===== config.mk =====
export PLATFORM = sky130hd
export DESIGN_NAME = bcd_updown_counter
export DESIGN_NICKNAME = d
export VERILOG_FILES = /design/src/rtl/bcd_pkg.sv /design/src/rtl/bcd_digit_cell.sv /design/src/rtl/bcd_updown_counter.sv
export SDC_FILE = /design/constraint.sdc
export NUM_CORES = 1
export LEC_CHECK = 0
export ABC_AREA = 1
export BUFFER_PORTS_ARGS = -buffer_cell sky130_fd_sc_hd__buf_2
export CELL_PAD_IN_SITES_DETAIL_PLACEMENT = 0
export CELL_PAD_IN_SITES_GLOBAL_PLACEMENT = 1
export CORE_MARGIN = 2
export CORE_UTILIZATION = 31
export DETAILED_ROUTE_END_ITERATION = 8
export PLACE_DENSITY = 0.68
export SLEW_MARGIN = 5
export SYNTH_ARGS = -nofsm -noshare
export SYNTH_HDL_FRONTEND = slang
export SYNTH_SLANG_ARGS = --single-unit

===== constraint.sdc =====
create_clock -name CLOCK_I -period 1.3 [get_ports CLOCK_I]
set_input_delay 0.065 -clock CLOCK_I [delete_from_list [all_inputs] [get_ports CLOCK_I]]
set_output_delay 0.065 -clock CLOCK_I [all_outputs]
set_load 0.01 [all_outputs]

===== src/rtl/bcd_pkg.sv =====
// Shared BCD types, digit limits and the load clamp used across the BCD counter slice.
package bcd_pkg;

  typedef logic [3:0] bcd_digit_t;

  localparam bcd_digit_t BCD_MAX        = 4'd9;
  localparam bcd_digit_t BCD_MIN        = 4'd0;
  localparam int         BCD_MAX_DIGITS = 8;

  // Non-decimal nibbles (A..F) collapse to 9 so the count never leaves 0..9.
  function automatic bcd_digit_t bcd_clamp(input bcd_digit_t d);
    return (d > BCD_MAX) ? BCD_MAX : d;
  endfunction

endpackage


===== src/rtl/bcd_digit_cell.sv =====
// One registered BCD digit: load with clamp, increment/decrement on step,
// carry/borrow out flags the digit sitting at its terminal value for the current direction.
module bcd_digit_cell
  import bcd_pkg::*;
(
  input  logic       clk,
  input  logic       rst_n,
  input  logic       step,
  input  logic       up,
  input  logic       load,
  input  bcd_digit_t load_digit,
  output bcd_digit_t digit,
  output logic       carry
);

  assign carry = up ? (digit >= BCD_MAX) : (digit == BCD_MIN);

  always_ff @(posedge clk or negedge rst_n) begin
    if (!rst_n) begin
      digit <= BCD_MIN;
    end else if (load) begin
      digit <= bcd_clamp(load_digit);
    end else if (step) begin
      if (up) begin
        digit <= carry ? BCD_MIN : digit + 4'd1;
      end else begin
        digit <= carry ? BCD_MAX : digit - 4'd1;
      end
    end
  end

endmodule


===== src/rtl/bcd_updown_counter.sv =====
// Multi-digit BCD up/down counter with clock-enable prescaler and sticky wrap flag.
// Define BCD_SATURATE_EN to make the count saturate at all-9s/all-0s instead of wrapping.
module bcd_updown_counter
  import bcd_pkg::*;
#(
  parameter int NUM_DIGITS = 2,
  parameter int STEP_DIV   = 1
) (
  input  logic                        CLOCK_I,
  input  logic                        RESETN_I,
  input  logic                        LOAD_I,
  input  bcd_digit_t [NUM_DIGITS-1:0] LOAD_VALUE_I,
  input  logic                        EN_I,
  input  logic                        UP_I,
  output bcd_digit_t [NUM_DIGITS-1:0] BCD_COUNT_O,
  output logic                        TC_O,
  output logic                        OVF_O
);

  localparam int            PW         = (STEP_DIV > 1) ? $clog2(STEP_DIV) : 1;
  localparam logic [PW-1:0] PRESC_LAST = PW'(STEP_DIV - 1);

  logic [PW-1:0]         presc;
  logic                  step_req;
  logic                  step_en;
  logic [NUM_DIGITS-1:0] carry;
  logic [NUM_DIGITS-1:0] chain;

  // Load has priority, so a load cycle never counts as a step.
  assign step_req = EN_I & ~LOAD_I & (presc == PRESC_LAST);
  assign TC_O     = &carry;

`ifdef BCD_SATURATE_EN
  assign step_en = step_req & ~TC_O;
`else
  assign step_en = step_req;
`endif

  // chain[i] is the step into digit i: it rides the carries of all lower digits.
  for (genvar gi = 0; gi < NUM_DIGITS; gi++) begin : g_digit
    if (gi == 0) begin : g_lsd
      assign chain[gi] = step_en;
    end else begin : g_upper
      assign chain[gi] = chain[gi-1] & carry[gi-1];
    end

    bcd_digit_cell u_cell (
      .clk        (CLOCK_I),
      .rst_n      (RESETN_I),
      .step       (chain[gi]),
      .up         (UP_I),
      .load       (LOAD_I),
      .load_digit (LOAD_VALUE_I[gi]),
      .digit      (BCD_COUNT_O[gi]),
      .carry      (carry[gi])
    );
  end

  always_ff @(posedge CLOCK_I or negedge RESETN_I) begin
    if (!RESETN_I) begin
      presc <= '0;
    end else if (LOAD_I) begin
      presc <= '0;
    end else if (EN_I) begin
      presc <= (presc == PRESC_LAST) ? '0 : presc + PW'(1);
    end
  end

  // A step attempted at the terminal count is a wrap (or a blocked saturating step).
  always_ff @(posedge CLOCK_I or negedge RESETN_I) begin
    if (!RESETN_I) begin
      OVF_O <= 1'b0;
    end else if (LOAD_I) begin
      OVF_O <= 1'b0;
    end else if (step_req & TC_O) begin
      OVF_O <= 1'b1;
    end
  end

endmodule

==> reports/qor.yml <==
worst_hold_path:
  hp-class: "in2reg"
drt:
  wl_um: 2447
  drtPass1Iterations: 4
  routedWlPerCell_um: 11.82
  viasPerCell: 4.662
  antenna_left: 0
  drtIter0Drc: 23
  route.detailed.drc: 0
  vias: 965
synthesis:
  syn_inst: 127
  synth-xor-area-share_pct: 4.743
  synth_top_family_by_area: "simple AND/OR/NAND/NOR gates"
  synth_nets: 147
  synth-adder-area-share_pct: 9.485
  yosysSeqAreaShare_pct: 24.39
  synth_compound_area_share_pct: 15.31
  ys_ff_latch: 9
  yosys_warnings: 0
  synthMuxAreaShare_pct: 0
  syn_area_um2: 923.4
  ys_types: 26
  avgSynthCellArea_um2: 7.271
  yosys.area_share.simple_pct: 33.60
critical_path:
  rrSetupSlack_ns: -0.13
  critical_path.max_fanout: 3
  rr_worst_depth: 10
  cp-start-kind: "register"
  endpoint_kind: "output pin"
  worstPathRequired_ns: 1.24
  startpoint: "g_digit[0].u_cell.digit[0]$_DFFE_PN0P_"
  cp.arrival_ns: 1.50
  crit_type: "reg2out"
  critical_path.endpoint: "TC_O"
  r2r-start: "g_digit[1].u_cell.digit[0]$_DFFE_PN0P_"
  worst_r2r_endpoint: "g_digit[1].u_cell.digit[2]$_DFFE_PN0P_"
global_route:
  grt-ovfl-total: 0
  grt_usage_pct: 15.54
  antenna_found_initial: 0
  grt_pass1_wl_um: 4126
  grt_max_degree: 11
  grt_pass1_vias: 941
timing:
  tightestPinTransition_ns: 0.2918
  whs_ns: 0.06742
  rsz0062_at_grt: "true"
  min_period_ns: 1.568
  slew_violations: 0
  fmax_mhz: 637.7
  slew-limit-headroom_pct: 80.47
  hold_viol_final: 0
  setup_ws_ns: -0.2682
  finalSetupViolations: 9
  fin_skew_ns: 0.0006416
  finalCritPeriodShare_pct: 120.6
clocking:
  cts_max_path_buffers: 2
  htreeDepth: 1
  path_clk_slew_ns: 0.06
  cts_root_buf: "clkbuf_4"
  cts_buffers: 3
  cts_sinks: 9
  insertion_delay_ns: 0.26
  cts_tree: "built"
power:
  leakage_nw: 0.7090
  ir_drop_uv: 860.9
  power_density_nw_per_um2: 1152
status:
  violations: "setup timing"
  outcome: "finished, violations left"
layout:
  stdcell_area_um2: 1423
  area_growth_pct: 54.06
  finalNetCount: 197
  drive_above_1_share_pct: 52.27
  diodes: 0
die:
  ios: 23
  start_util_pct: 33.20
  fp.dieW_um: 58.58
  dieArea_um2: 3431
  core_area_um2: 2781
  die_height_um: 58.58
  fp-row-count: 19
placement:
  numPortBuffers: 22
  dpl-instance-area_um2: 1164
  hpwl_um: 1837
  routabilityCongestion: 0.7694
job:
  drv_cap: 0
registers in the layout, summed over array words and instances, names as in the netlist:
| name | count |
|---|---|
| g_digit.u_cell.digit | 8 |
| OVF_O | 1 |
how the worst min path moves through the flow:
stage	start	end	slack, ns	cells after the start
final	LOAD_VALUE_I[3]	g_digit[0].u_cell.digit[3]$_DFFE_PN0P_	0.07	3
after global placement	RESETN_I	g_digit[1].u_cell.digit[3]$_DFFE_PN0P_	-0.06	1
after CTS	LOAD_VALUE_I[3]	g_digit[0].u_cell.digit[3]$_DFFE_PN0P_	0.06	3
after detailed placement	RESETN_I	g_digit[1].u_cell.digit[3]$_DFFE_PN0P_	-0.06	1
after global routing	LOAD_VALUE_I[0]	g_digit[0].u_cell.digit[0]$_DFFE_PN0P_	0.08	3
after floorplan	RESETN_I	OVF_O$_DFFE_PN0P_	-0.23	0
critical path, cell delays in order, from the launching register on:
cell,delay [ns]
dfrtp_2,0.44
inv_4,0.07
ha_4,0.17
nand3_4,0.09
nand3_4,0.07
buf_6,0.13
a21oi_4,0.15
buf_6,0.12
cell usage in the layout, fill, tap and decap left out, types with 5 or more instances in the layout:
cell / synthesis / routed
buf_2: 0 / 21
buf_4: 0 / 21
buf_6: 3 / 5
dfrtp_1: 9 / 5
inv_2: 5 / 8
nand2_1: 32 / 32
nand3_1: 12 / 9
nor2_1: 8 / 7
o21ai_1: 9 / 7
repair_timing:
action	CTS	global route
pin swaps	13	7
cloned	0	0
setup endpoints to repair	9	10
hold buffers	1	0
gates resized for setup	17	9
buffers inserted	10	5
hold endpoints to repair	9	0
synth_stat cells:
cell / number / area, um2
inv_2: 5 / 18.77
o21bai_4: 1 / 18.77
nor2_1: 8 / 30.03
a21oi_1: 3 / 15.01
nand4_4: 1 / 21.27
a22oi_1: 3 / 22.52
dfrtp_1: 9 / 225.2
nand2_4: 1 / 11.26
ha_1: 7 / 87.58
a31oi_1: 3 / 18.77
xnor2_1: 1 / 8.760
nand2_2: 5 / 31.28
buf_6: 3 / 33.78
o21ai_1: 9 / 45.04
o211ai_1: 1 / 7.510
nand3_2: 3 / 30.03
xor2_1: 4 / 35.03
a21oi_2: 1 / 8.760
o21ai_0: 1 / 5.000
nand4_1: 1 / 6.260
clkinv_2: 1 / 5.000
inv_6: 1 / 8.760
inv_8: 1 / 11.26
nand3_1: 12 / 60.06
nand2_1: 32 / 120.1
inv_1: 10 / 37.54
metal layers:
layer,vias to the layer above,routed length [um],GRT usage (%)
met2,21,1106,23.92
li1,513,-,-
met3,4,109,1.099
met4,0,27,5.844
met5,-,0,0
met1,427,1204,22.73
cell families after synthesis:
family,count (synthesis)
flip-flops,9
XOR/XNOR,5
AND/OR/NAND/NOR,63
buffers and inverters,21
AO/OA/AOI/OAI,22
adder cells (fa/ha/maj),7
per-stage QoR:
| stage | utilization (%) | cells | setup slack (ns) | total power, mW | setup TNS (ns) |
|---|---|---|---|---|---|
| 6_report | 51.15 | 207 | -0.2682 | 1.639 | -0.8887 |
| 5_1_grt | 51.15 | 207 | -0.3355 | 1.778 | -1.709 |
| 4_1_cts | 48.58 | 203 | -0.2666 | 1.574 | -1.293 |
| 3_5_place_dp | 41.84 | 189 | -0.1171 | 1.209 | -0.3129 |
| 3_3_place_gp | 41.84 | 189 | -0.1192 | 1.204 | -0.3089 |
| 2_1_floorplan | - | 127 | -0.04373 | 0.9418 | -0.1788 |
report_power, final:
part | internal, mW | switching, mW | total [mW]
Combinational | 0.486 | 0.514 | 1.00
Sequential | 0.336 | 0.0789 | 0.415
Clock | 0.119 | 0.105 | 0.224
cell type report:
| type | count | area [um2] |
|---|---|---|
| sequential | 9 | 230.2 |
| fill | 283 | 1359 |
| tap | 31 | 38.79 |
| clock buffer | 4 | 26.28 |
| multi-input combinational | 97 | 706.9 |
| inverter | 18 | 91.34 |
| timing repair buffer | 48 | 329.1 |
Note: power is estimated with default switching activity, not from simulation.
